--- config.mk ---
export PLATFORM = sky130hd
export DESIGN_NAME = gain_sweep_ctrl
export DESIGN_NICKNAME = d
export VERILOG_FILES = /design/src/rtl/gain_sweep_ctrl.sv
export SDC_FILE = /design/constraint.sdc
export NUM_CORES = 1
export LEC_CHECK = 0
export BUFFER_PORTS_ARGS = -buffer_cell sky130_fd_sc_hd__buf_2
export CORE_ASPECT_RATIO = 2
export CORE_UTILIZATION = 40
export CTS_CLUSTER_DIAMETER = 150
export DETAILED_ROUTE_END_ITERATION = 7
export PLACE_DENSITY = 0.63
export SKIP_LAST_GASP = 1
export SLEW_MARGIN = 40
export SYNTH_ARGS = -nofsm -noshare
export SYNTH_HDL_FRONTEND = slang
export SYNTH_SLANG_ARGS = --single-unit
--- constraint.sdc ---
create_clock -name clk -period 5.1 [get_ports clk]
set_input_delay 0.51 -clock clk [delete_from_list [all_inputs] [get_ports clk]]
set_output_delay 0.51 -clock clk [all_outputs]
set_load 0.03 [all_outputs]
--- src/rtl/gain_sweep_ctrl.sv ---
// Bias-DAC sweep sequencer: load code, settle, average 2^AVG_LOG2 ADC samples,
// report one result per point; stops early if the next code would overflow.
`timescale 1ns/1ps
module gain_sweep_ctrl #(
  parameter int unsigned DAC_W    = 8,
  parameter int unsigned ADC_W    = 12,
  parameter int unsigned SETTLE_W = 16,
  parameter int unsigned STEP_W   = 8,
  parameter int unsigned AVG_LOG2 = 2
) (
  input  logic                clk,
  input  logic                rst_n,
  input  logic                start,
  input  logic                abort,
  input  logic [DAC_W-1:0]    dac_start,
  input  logic [DAC_W-1:0]    dac_step,
  input  logic [STEP_W-1:0]   n_points,
  input  logic [SETTLE_W-1:0] settle_cycles,
  output logic [DAC_W-1:0]    dac_code,
  output logic                dac_load,
  output logic                adc_req,
  input  logic                adc_ack,
  input  logic [ADC_W-1:0]    adc_data,
  output logic                res_valid,
  output logic [DAC_W-1:0]    res_code,
  output logic [ADC_W-1:0]    res_data,
  output logic                busy,
  output logic                done,
  output logic                ovf
);

  localparam int unsigned AccW = ADC_W + AVG_LOG2;
  localparam int unsigned CntW = AVG_LOG2 + 1;
  localparam logic [CntW-1:0] LastSmp = CntW'((1 << AVG_LOG2) - 1);

  typedef enum logic [2:0] {
    StIdle, StLoad, StSettle, StSample, StReport, StFinish
  } state_e;

  state_e              state_q, state_d;
  logic [DAC_W-1:0]    code_q, code_d, step_q, step_d;
  logic [STEP_W-1:0]   npts_q, npts_d, pt_q, pt_d;
  logic [SETTLE_W-1:0] settle_q, settle_d, scnt_q, scnt_d;
  logic [AccW-1:0]     acc_q, acc_d, acc_sum;
  logic [CntW-1:0]     smp_q, smp_d;
  logic                gap_q, gap_d, park_q, park_d, ovf_q, ovf_d;
  logic [DAC_W-1:0]    rcode_q, rcode_d;
  logic [ADC_W-1:0]    rdata_q, rdata_d;
  logic [DAC_W:0]      next_code;

  assign next_code = {1'b0, code_q} + {1'b0, step_q};
  assign acc_sum   = acc_q + AccW'(adc_data);

  always_comb begin
    state_d  = state_q;
    code_d   = code_q;
    step_d   = step_q;
    npts_d   = npts_q;
    pt_d     = pt_q;
    settle_d = settle_q;
    scnt_d   = scnt_q;
    acc_d    = acc_q;
    smp_d    = smp_q;
    gap_d    = gap_q;
    park_d   = 1'b0;
    ovf_d    = ovf_q;
    rcode_d  = rcode_q;
    rdata_d  = rdata_q;
    unique case (state_q)
      StIdle: begin
        if (start && !abort) begin
          state_d  = StLoad;
          code_d   = dac_start;
          step_d   = dac_step;
          npts_d   = (n_points == '0) ? STEP_W'(1) : n_points;
          settle_d = settle_cycles;
          pt_d     = '0;
          ovf_d    = 1'b0;
        end
      end
      StLoad: begin
        scnt_d  = '0;
        acc_d   = '0;
        smp_d   = '0;
        gap_d   = 1'b0;
        state_d = (settle_q == '0) ? StSample : StSettle;
      end
      StSettle: begin
        scnt_d = scnt_q + SETTLE_W'(1);
        if (scnt_q == settle_q - SETTLE_W'(1)) state_d = StSample;
      end
      StSample: begin
        // One idle cycle after every ack; acks seen with req low are dropped.
        if (gap_q) begin
          gap_d = 1'b0;
        end else if (adc_ack) begin
          acc_d = acc_sum;
          if (smp_q == LastSmp) begin
            state_d = StReport;
            rcode_d = code_q;
            rdata_d = ADC_W'(acc_sum >> AVG_LOG2);
          end else begin
            smp_d = smp_q + CntW'(1);
            gap_d = 1'b1;
          end
        end
      end
      StReport: begin
        pt_d = pt_q + STEP_W'(1);
        if (pt_q == npts_q - STEP_W'(1)) begin
          state_d = StFinish;
        end else if (next_code[DAC_W]) begin
          ovf_d   = 1'b1;
          state_d = StFinish;
        end else begin
          code_d  = next_code[DAC_W-1:0];
          state_d = StLoad;
        end
      end
      StFinish: state_d = StIdle;
      default:  state_d = StIdle;
    endcase
    // Abort overrides everything in flight and parks the bias DAC at zero.
    if (abort && state_q != StIdle) begin
      state_d = StIdle;
      code_d  = '0;
      park_d  = 1'b1;
      gap_d   = 1'b0;
      acc_d   = acc_q;
      smp_d   = smp_q;
      ovf_d   = ovf_q;
      rcode_d = rcode_q;
      rdata_d = rdata_q;
    end
  end

  always_ff @(posedge clk or negedge rst_n) begin
    if (!rst_n) begin
      state_q  <= StIdle;
      code_q   <= '0;
      step_q   <= '0;
      npts_q   <= '0;
      pt_q     <= '0;
      settle_q <= '0;
      scnt_q   <= '0;
      acc_q    <= '0;
      smp_q    <= '0;
      gap_q    <= 1'b0;
      park_q   <= 1'b0;
      ovf_q    <= 1'b0;
      rcode_q  <= '0;
      rdata_q  <= '0;
    end else begin
      state_q  <= state_d;
      code_q   <= code_d;
      step_q   <= step_d;
      npts_q   <= npts_d;
      pt_q     <= pt_d;
      settle_q <= settle_d;
      scnt_q   <= scnt_d;
      acc_q    <= acc_d;
      smp_q    <= smp_d;
      gap_q    <= gap_d;
      park_q   <= park_d;
      ovf_q    <= ovf_d;
      rcode_q  <= rcode_d;
      rdata_q  <= rdata_d;
    end
  end

  assign dac_code  = code_q;
  assign dac_load  = (state_q == StLoad) || park_q;
  assign adc_req   = (state_q == StSample) && !gap_q;
  assign res_valid = (state_q == StReport);
  assign res_code  = rcode_q;
  assign res_data  = rdata_q;
  assign busy      = (state_q != StIdle);
  assign done      = (state_q == StFinish);
  assign ovf       = ovf_q;

endmodule

# Yosys cells after proc, flatten, opt, wreduce, memory -nomap -nowiden
# Index checks and enable logic that the tools add are counted.
[totals] ff_bits=107 input_bits=57 output_inout_bits=34 wordCells=103
[op_classes] add_sub_neg=7 eq_ne=21 n_mux=36 n_bitwise=2 n_reduce_logical=23
[ops] operator="two-way mux 8 bit" n=6
[ops] operator="two-way mux 3 bit" n=11
[ops] operator="one-hot mux 16 bit (2 select lines)" n=1
[ops] operator="one-hot mux 8 bit (2 select lines)" n=2
[ops] operator="two-way mux 14 bit" n=2
[ops] operator="one-hot mux 14 bit (2 select lines)" n=1
[ops] operator="AND reduction 5 bit" n=4
[ops] operator="adder 16 x 1 -> 16 bit (second input constant)" n=1
[ops] operator="equality test 16 bit" n=1
[ops] operator="logical NOT 16 bit" n=1
[ops] operator="subtractor 16 x 1 -> 16 bit (second input constant)" n=1
[ops] operator="!= test 3 bit (second input constant)" n=5
[ops] operator="one-hot mux 3 bit (5 select lines)" n=1
[ops] operator="adder 14 x 12 -> 14 bit" n=1
[ops] operator="!= test 2 bit (second input constant)" n=5
[ops] operator="adder 8 x 8 -> 9 bit" n=1
[ops] operator="equality test 3 x 2 -> 1 bit (second input constant)" n=3
[ops] operator="two-way mux 1 bit" n=9
[ops] operator="nonzero test 3 bit" n=3
[ops] operator="adder 8 x 1 -> 8 bit (second input constant)" n=1
[ops] operator="equality test 8 bit" n=1
[ops] operator="logical NOT 8 bit" n=1
[ops] operator="AND reduction 4 bit" n=2
[ops] operator="subtractor 8 x 1 -> 8 bit (second input constant)" n=1
[ops] operator="other kinds (14)" n=24

# Longest topological paths before layout
# Gate-level depths: netlist of run 1.
[logic_depth] depth_word=6 depth_mapped=11 depth_no_buf=10

# Least setup slack after synthesis of run 1
# Ideal clock, no wire load.
[synth_timing] path_kind="register to register" from="reg code_q[0], in the netlist dac_code[0]" to="reg code_q[2], in the netlist dac_code[2]" setup_time_ps=133 arrival_time_ps=2369 t_required_ps=4967 path_slack_ps=2598 path_stages_with_launch=12 n_path_buf=1 synth_period_minus_slack_ps=2502 cell_sequence="dfrtp_1 ha_1 inv_1 fa_1 nor2b_1 o21ai_0 a21oi_1 o21ai_0 o211ai_2 buf_6 mux2i_1 nor2_1"
[synth_between] elab_chain_len=5 word_cells_on_any_way=7 cone_classes="1 x add/sub; 1 x eq/ne; 4 x mux; 1 x reduce/logical"
[synth_lines] item="start: declaration" line="41" text="logic [DAC_W-1:0] code_q, code_d, step_q, step_d;"
[synth_lines] item="start signal: assignment" line="155" text="code_q <= code_d;"
[synth_lines] item="adder 8 x 8 -> 9 bit (*)" line="51" text="assign next_code = {1'b0, code_q} + {1'b0, step_q};"
[synth_lines] item="two-way mux 8 bit" line="112" text="end else if (next_code[DAC_W]) begin"
[synth_lines] item="two-way mux 8 bit" line="110" text="if (pt_q == npts_q - STEP_W'(1)) begin"
[synth_lines] item="one-hot mux 8 bit (2 select lines)" line="69" text="unique case (state_q)"
[synth_lines] item="two-way mux 8 bit" line="124" text="if (abort && state_q != StIdle) begin"
# Every way passes the cells marked *; elsewhere a longest branch is shown, timed or not. The select of a mux whose other input is x is not followed.
# A chain may end at the register's enable or synchronous reset.

# Worst setup path after layout of run 1
[layout_timing] from="reg state_q[1]" to="reg code_q[3], in the netlist dac_code[3]"
[layout_between] elab_chain_len=4 word_cells_on_any_way=11 cone_classes="4 x eq/ne; 2 x mux; 5 x reduce/logical"
[layout_lines] item="start: declaration" line="40" text="state_e state_q, state_d;"
[layout_lines] item="start signal: assignment" line="139" text="state_q <= StIdle;"
[layout_lines] item="start signal: assignment" line="154" text="state_q <= state_d;"
[layout_lines] item="nonzero test 3 bit" line="124"
[layout_lines] item="logical AND 1 bit" line="124"
[layout_lines] item="!= test 3 x 2 -> 1 bit (no source line) (tied with other cells)"
[layout_lines] item="AND reduction 4 bit (no source line)"
# Parallel ways exist; a longest one is shown, timed or not.

==> results of run 1 <==
[per-layer routing]
layer / GRT usage (%) / wire, um
met5: 0 / 0
met1: 21.63 / 6211
met3: 2.375 / 397
met4: 11.63 / 608
met2: 39.08 / 8808
[cell families after synthesis]
kind of cell | after synthesis | share of synthesized area, %
and+or+nand+nor | 265 | 19.94
AOI/OAI and AO/OA | 157 | 16.83
DFF | 107 | 42.67
buffers and inverters | 50 | 3.151
xor gates and xnor gates | 46 | 6.421
muxes | 30 | 5.165
adders and majority gates | 28 | 5.823
[worst paths after layout]
check                            startpoint           to  slack [ps]  cells past startpoint
setup / recovery                 state_q[1]  dac_code[3]        2200                      9
hold / removal                        rst_n  res_data[3]         160                      1
setup reg to reg                 state_q[1]  dac_code[3]        2200                      9
hold reg to reg                   step_q[2]    step_q[2]         490                      2
max in group asynchronous             rst_n    npts_q[0]        4030                      2
min in group clk           settle_cycles[3]  settle_q[3]         350                      3
[state kept, by name, summed over array words and instances (netlist names), 3 cells and up]
signal,count
scnt_q,16
settle_q,16
acc_q,14
res_data,12
dac_code,8
npts_q,8
pt_q,8
res_code,8
step_q,8
smp_q,3
state_q,3
[metrics by stage]
stage                     cells  utilization, %  hold slack (ps)  instance area (sq um)  worst slack, ps
after global placement      945           45.03            464.1                   6888             2384
after CTS                   961           46.87            219.3                   7168             2196
after detailed placement    945           45.06            471.1                   6892             2218
after global routing        961           46.87            236.5                   7168             1968
final                       961           46.87            162.4                   7168             2195
after floorplan             683               -            214.4                   6275             2598
[cell usage after synthesis, types with 3 or more instances]
master / n
nand3_1: 16
and2_1: 4
or3_1: 5
ha_1: 26
a22o_1: 16
mux2_2: 19
inv_1: 21
a211oi_1: 5
a31oi_1: 8
nand4_1: 5
nor4_1: 9
mux2i_1: 11
nor3_1: 19
and3_1: 8
nor2b_1: 11
nor2_1: 44
clkbuf_1: 24
xor2_1: 15
nand2b_1: 8
a311oi_1: 3
o211ai_1: 4
nand2_1: 122
dfrtp_1: 107
o21ai_0: 50
o21a_1: 7
a21oi_1: 24
o31ai_1: 11
xnor2_1: 31
a21o_1: 7
[where the power goes]
| group | switching [uW] | total, uW | leakage [uW] | internal, uW |
|---|---|---|---|---|
| registers | 123 | 1060 | 0.00143 | 936 |
| logic | 349 | 604 | 0.00192 | 255 |
| clock network | 335 | 672 | 0.000134 | 337 |
[layout make-up]
cell class | instances | area, sq um | share of cell area [%]
repair buffers | 93 | 479.2 | 6.685
flip-flops and latches | 107 | 2678 | 37.35
clock inverters | 6 | 47.55 | 0.6633
well taps | 198 | 247.7 | 3.456
inverters | 21 | 78.83 | 1.100
multi-input cells | 526 | 3408 | 47.55
clock buffers | 10 | 229.0 | 3.194
==> results.toml, run 1 <==
[yosys]
syn-num-nets = 768
async_reset_ff_share_pct = 100.0
seq_area_frac_synth_pct = 42.67
ys_types = 61
yosys.area.top_type = "dfrtp_1"
synth_seq_cells = 107
yosys_warnings = 0
synth_flop_cell = "dfrtp_1"
yosys.area.top_type_share_pct = 42.67
synthCells = 683
synth_edf_count = 0
syn_avg_cell_area_sq_um = 9.187
syn_area_sq_um = 6275
yosys-top-cells-area = "dfrtp_1 (43%), nand2_1 (7.3%), ha_1 (5.2%), xnor2_1 (4.3%), o21ai_0 (4.0%)"

[power]
power_leakage_uw = 0.003477
power_density_nw_per_um2 = 325.8
irDropWorstVdd_v = 0.0001668
total_power_uw = 2335

[critical_path]
cpMostUsedCell = "nor2_1"
cp_num_buf_inv = 1
critPathMaxStageDelay_ps = 540
cp_max_fo = 18
worstSetupPathType = "reg2reg"
startpoint_type = "flop"
critPathRequiredTime_ps = 5310
end_kind = "flop"
cp.arrival_ps = 3120
path_cells = "nor2_1 -> nand2_2 -> inv_1 -> nand3_1 -> nor4_1 -> o311ai_2 -> o211ai_2 -> mux2i_1 -> nor2_1"
path_delay_family = "simple AND/OR/NAND/NOR gates"
crit_slowest_cell = "dfrtp_1"

[flow_run]
maxCapViolCount = 0

[timing]
setup_viol = 0
skew_ps = 9.799
final_hold_viol_count = 0
tightest_slew_ps = 764.9
rsz0062_at_grt = "false"
max_freq_mhz = 344.3
post-route-min-period_ps = 2905
relSlewSlack_pct = 48.82
maxSlewViolCount = 0
fin_crit_sh_pct = 56.95
fin_setup_tns_ps = 0

[clock_tree]
clockBufferDepth = 2
postCtsHoldBufs = 0
tritoncts = "yes"
post_cts_buffers = 0
cts_root_buf = "clkbuf_16"
cts_resized = 0
cts_max_level = 3
clkTransAtPathRegs_ps = 80
cts_buffers = 9
cts_sinks = 107
clkLatencyLatePin_ps = 350

[finish]
area_growth_pct = 14.24
final_cell_mix = "nand2_1 (122), dfrtp_1 (107), buf_2 (89)"
final_common_cell = "nand2_1"
nNetsFinal = 843
antenna_cells = 0
layout-drive-gt1-share_pct = 18.61
fill_cells = 1488

[routing]
wl_per_cell_um = 16.68
drc = 0
drtIter0Drc = 324
firstDrtPassIters = 4
wl_mm = 16.03
viasPerCell = 5.503
postRouteAntennaNets = 0
dr_total_vias = 5288

[floorplan]
boundaryPins = 91
num_rows = 64
start_util_pct = 41.03
die_area_sq_um = 16220
core_area_sq_um = 15290
dieWidth_um = 90.57
die_y_um = 179.1

[grt]
grt_pass1_wl_mm = 26.16
antenna_found_initial = 0
grt_max_degree = 78
grt_pass1_vias = 5388
grt.total_usage_pct = 20.56
grt_remaining_overflow = 0

[place]
port_buffers = 90
gp_congestion = 0.9358
dp_hpwl_mm = 12.24

[min_path]
hp-class = "in2async"

[outcome]
status = "complete, no violations"
No activity file was read; power rests on OpenSTA's default activity.
==> run 2, diff against run 1 <==
==> constraint.sdc (replaced) <==
create_clock -name clk -period 2.8 [get_ports clk]
set_input_delay 0.28 -clock clk [delete_from_list [all_inputs] [get_ports clk]]
set_output_delay 0.28 -clock clk [all_outputs]
set_load 0.03 [all_outputs]
==> run 2 against run 1 <==
Compared with the run above: core utilization rose by 0.92 points; register-to-register slack worse by 2000 ps; via count hardly changed; non-clock buffer count is 13 higher; largest power group unchanged; final area rose by 2.0%; clock skew rose by 1.4 ps; setup slack lost 2000 ps; clock power grew 82%; critical path depth increased by 1.
==> results.toml, run 2 (synthesis results as in run 1) <==
[outcome]
status = "complete, no violations"

[grt]
grt_remaining_overflow = 0
grt_pass1_vias = 5439
grt_pass1_wl_mm = 26.07
grt.total_usage_pct = 20.13
grt_max_degree = 46
antenna_found_initial = 0

[floorplan]
boundaryPins = 91
dieWidth_um = 90.57
die_area_sq_um = 16220
num_rows = 64
core_area_sq_um = 15290
start_util_pct = 41.03
die_y_um = 179.1

[power]
power_leakage_uw = 0.003584
irDropWorstVdd_v = 0.0002985
total_power_uw = 4268
power_density_nw_per_um2 = 583.8

[critical_path]
cp_max_fo = 12
worstSetupPathType = "reg2reg"
r2r-start = "npts_q[0]"
end_kind = "flop"
critPathRequiredTime_ps = 3010
startpoint_type = "flop"
worstSetupStartpoint = "npts_q[0]"
cp.arrival_ps = 2820

[place]
gp_congestion = 0.8999
place_inst = 956
port_buffers = 90
dp_hpwl_mm = 11.88

[min_path]
hp-class = "in2reg"
min-delay-start = "dac_step[2]"

[clock_tree]
cts_buffers = 9
cts_root_buf = "clkbuf_16"
cts_max_level = 3
clkLatencyLatePin_ps = 350
tritoncts = "yes"
clockBufferDepth = 2
clkTransAtPathRegs_ps = 80
cts_sinks = 107

[flow_run]
maxCapViolCount = 0

[timing]
fin_crit_sh_pct = 93.24
hold_slack_ps = 121.3
relSlewSlack_pct = 59.75
final_hold_viol_count = 0
setup_viol = 0
post-route-min-period_ps = 2611
tightest_slew_ps = 603.7
skew_ps = 11.23
max_freq_mhz = 383.0
maxSlewViolCount = 0
rsz0062_at_grt = "false"

[finish]
stdcell_count = 974
fill_cells = 1440
final_common_cell = "nand2_1"
final_cell_mix = "nand2_1 (122), dfrtp_1 (107), buf_2 (89)"
antenna_cells = 0
register_area_sq_um = 2678
layout-drive-gt1-share_pct = 19.97
nNetsFinal = 856
multi_input_area_sq_um = 3421
largestRegisters = "scnt_q: 16 flops, settle_q: 16 flops, acc_q: 14 flops"
area_growth_pct = 16.49

[routing]
dr_total_vias = 5285
postRouteAntennaNets = 0
wl_mm = 15.49
viasPerCell = 5.426
drtIter0Drc = 294
drc = 0
firstDrtPassIters = 4
wl_per_cell_um = 15.90
-- run 2: cell types whose count changed in the layout (fill, tap and decap cells not counted), sizes merged --
cell | before | now
buf | 93 | 105
dlygate4sd3 | 0 | 1
clkinv | 2 | 3
clkbuf | 10 | 9
-- run 2: through the flow --
step	TNS [ps]	utilization (%)	area (sq um)	setup slack (ps)
6_report	0	47.79	7310	189.3
3_3_place_gp	0	45.66	6983	107.2
3_5_place_dp	-32.32	45.66	6983	-25.69
5_1_grt	0	47.79	7310	29.61
2_1_floorplan	0	-	6275	297.9
4_1_cts	0	47.64	7286	73.22
-- run 2: power by group --
part / internal, uW / leakage, uW / switching, uW / total, uW
clock network: 618 / 0.000138 / 601 / 1220
registers: 1700 / 0.00143 / 212 / 1920
logic: 487 / 0.00202 / 644 / 1130
total: 2810 / 0.00358 / 1460 / 4270
-- run 2: critical path: stages, from the launching register on --
cell and delay (ps):
dfrtp_1 430, inv_1 110, ha_1 190, nor3b_1 470, or4_4 220, a221oi_2 50, o311ai_2 410, o211ai_4 130
buf_12 170, a211oi_1 220, nor3_1 70
-- run 2: final cells by class --
| cell class | count | share of cell area [%] |
|---|---|---|
| Clock buffer | 9 | 3.081 |
| Clock inverter | 7 | 0.8045 |
| Inverter | 21 | 1.078 |
| Multi-Input combinational cell | 526 | 46.80 |
| Sequential cell | 107 | 36.63 |
| Tap cell | 198 | 3.389 |
| Timing Repair Buffer | 106 | 8.216 |
-- run 2: path summary, 6_finish.rpt --
check	to	cells past startpoint	slack [ps]
setup / recovery	dac_code[4]	10	190
hold / removal	step_q[2]	3	120
setup reg to reg	dac_code[4]	10	190
hold reg to reg	smp_q[2]	2	490
max in group asynchronous	settle_q[3]	3	1620
min in group asynchronous	res_data[2]	2	430
-- run 2: routing by layer --
layer	vias up	part of all wire [%]	global-route usage, %
li1	2595	-	-
met1	2547	39	22.39
met2	115	55	38.23
met3	28	3.0	2.714
met4	0	2.3	7.796
met5	-	0	0
-- run 2: repair_timing --
action / in CTS / in global routing
hold endpoints to repair: 33 / 0
gates resized for setup: 1 / 2
endpoints found under the setup margin: 4 / 8
pin swaps: 0 / 1
hold buffers: 1 / 0
buffers inserted: 0 / 1
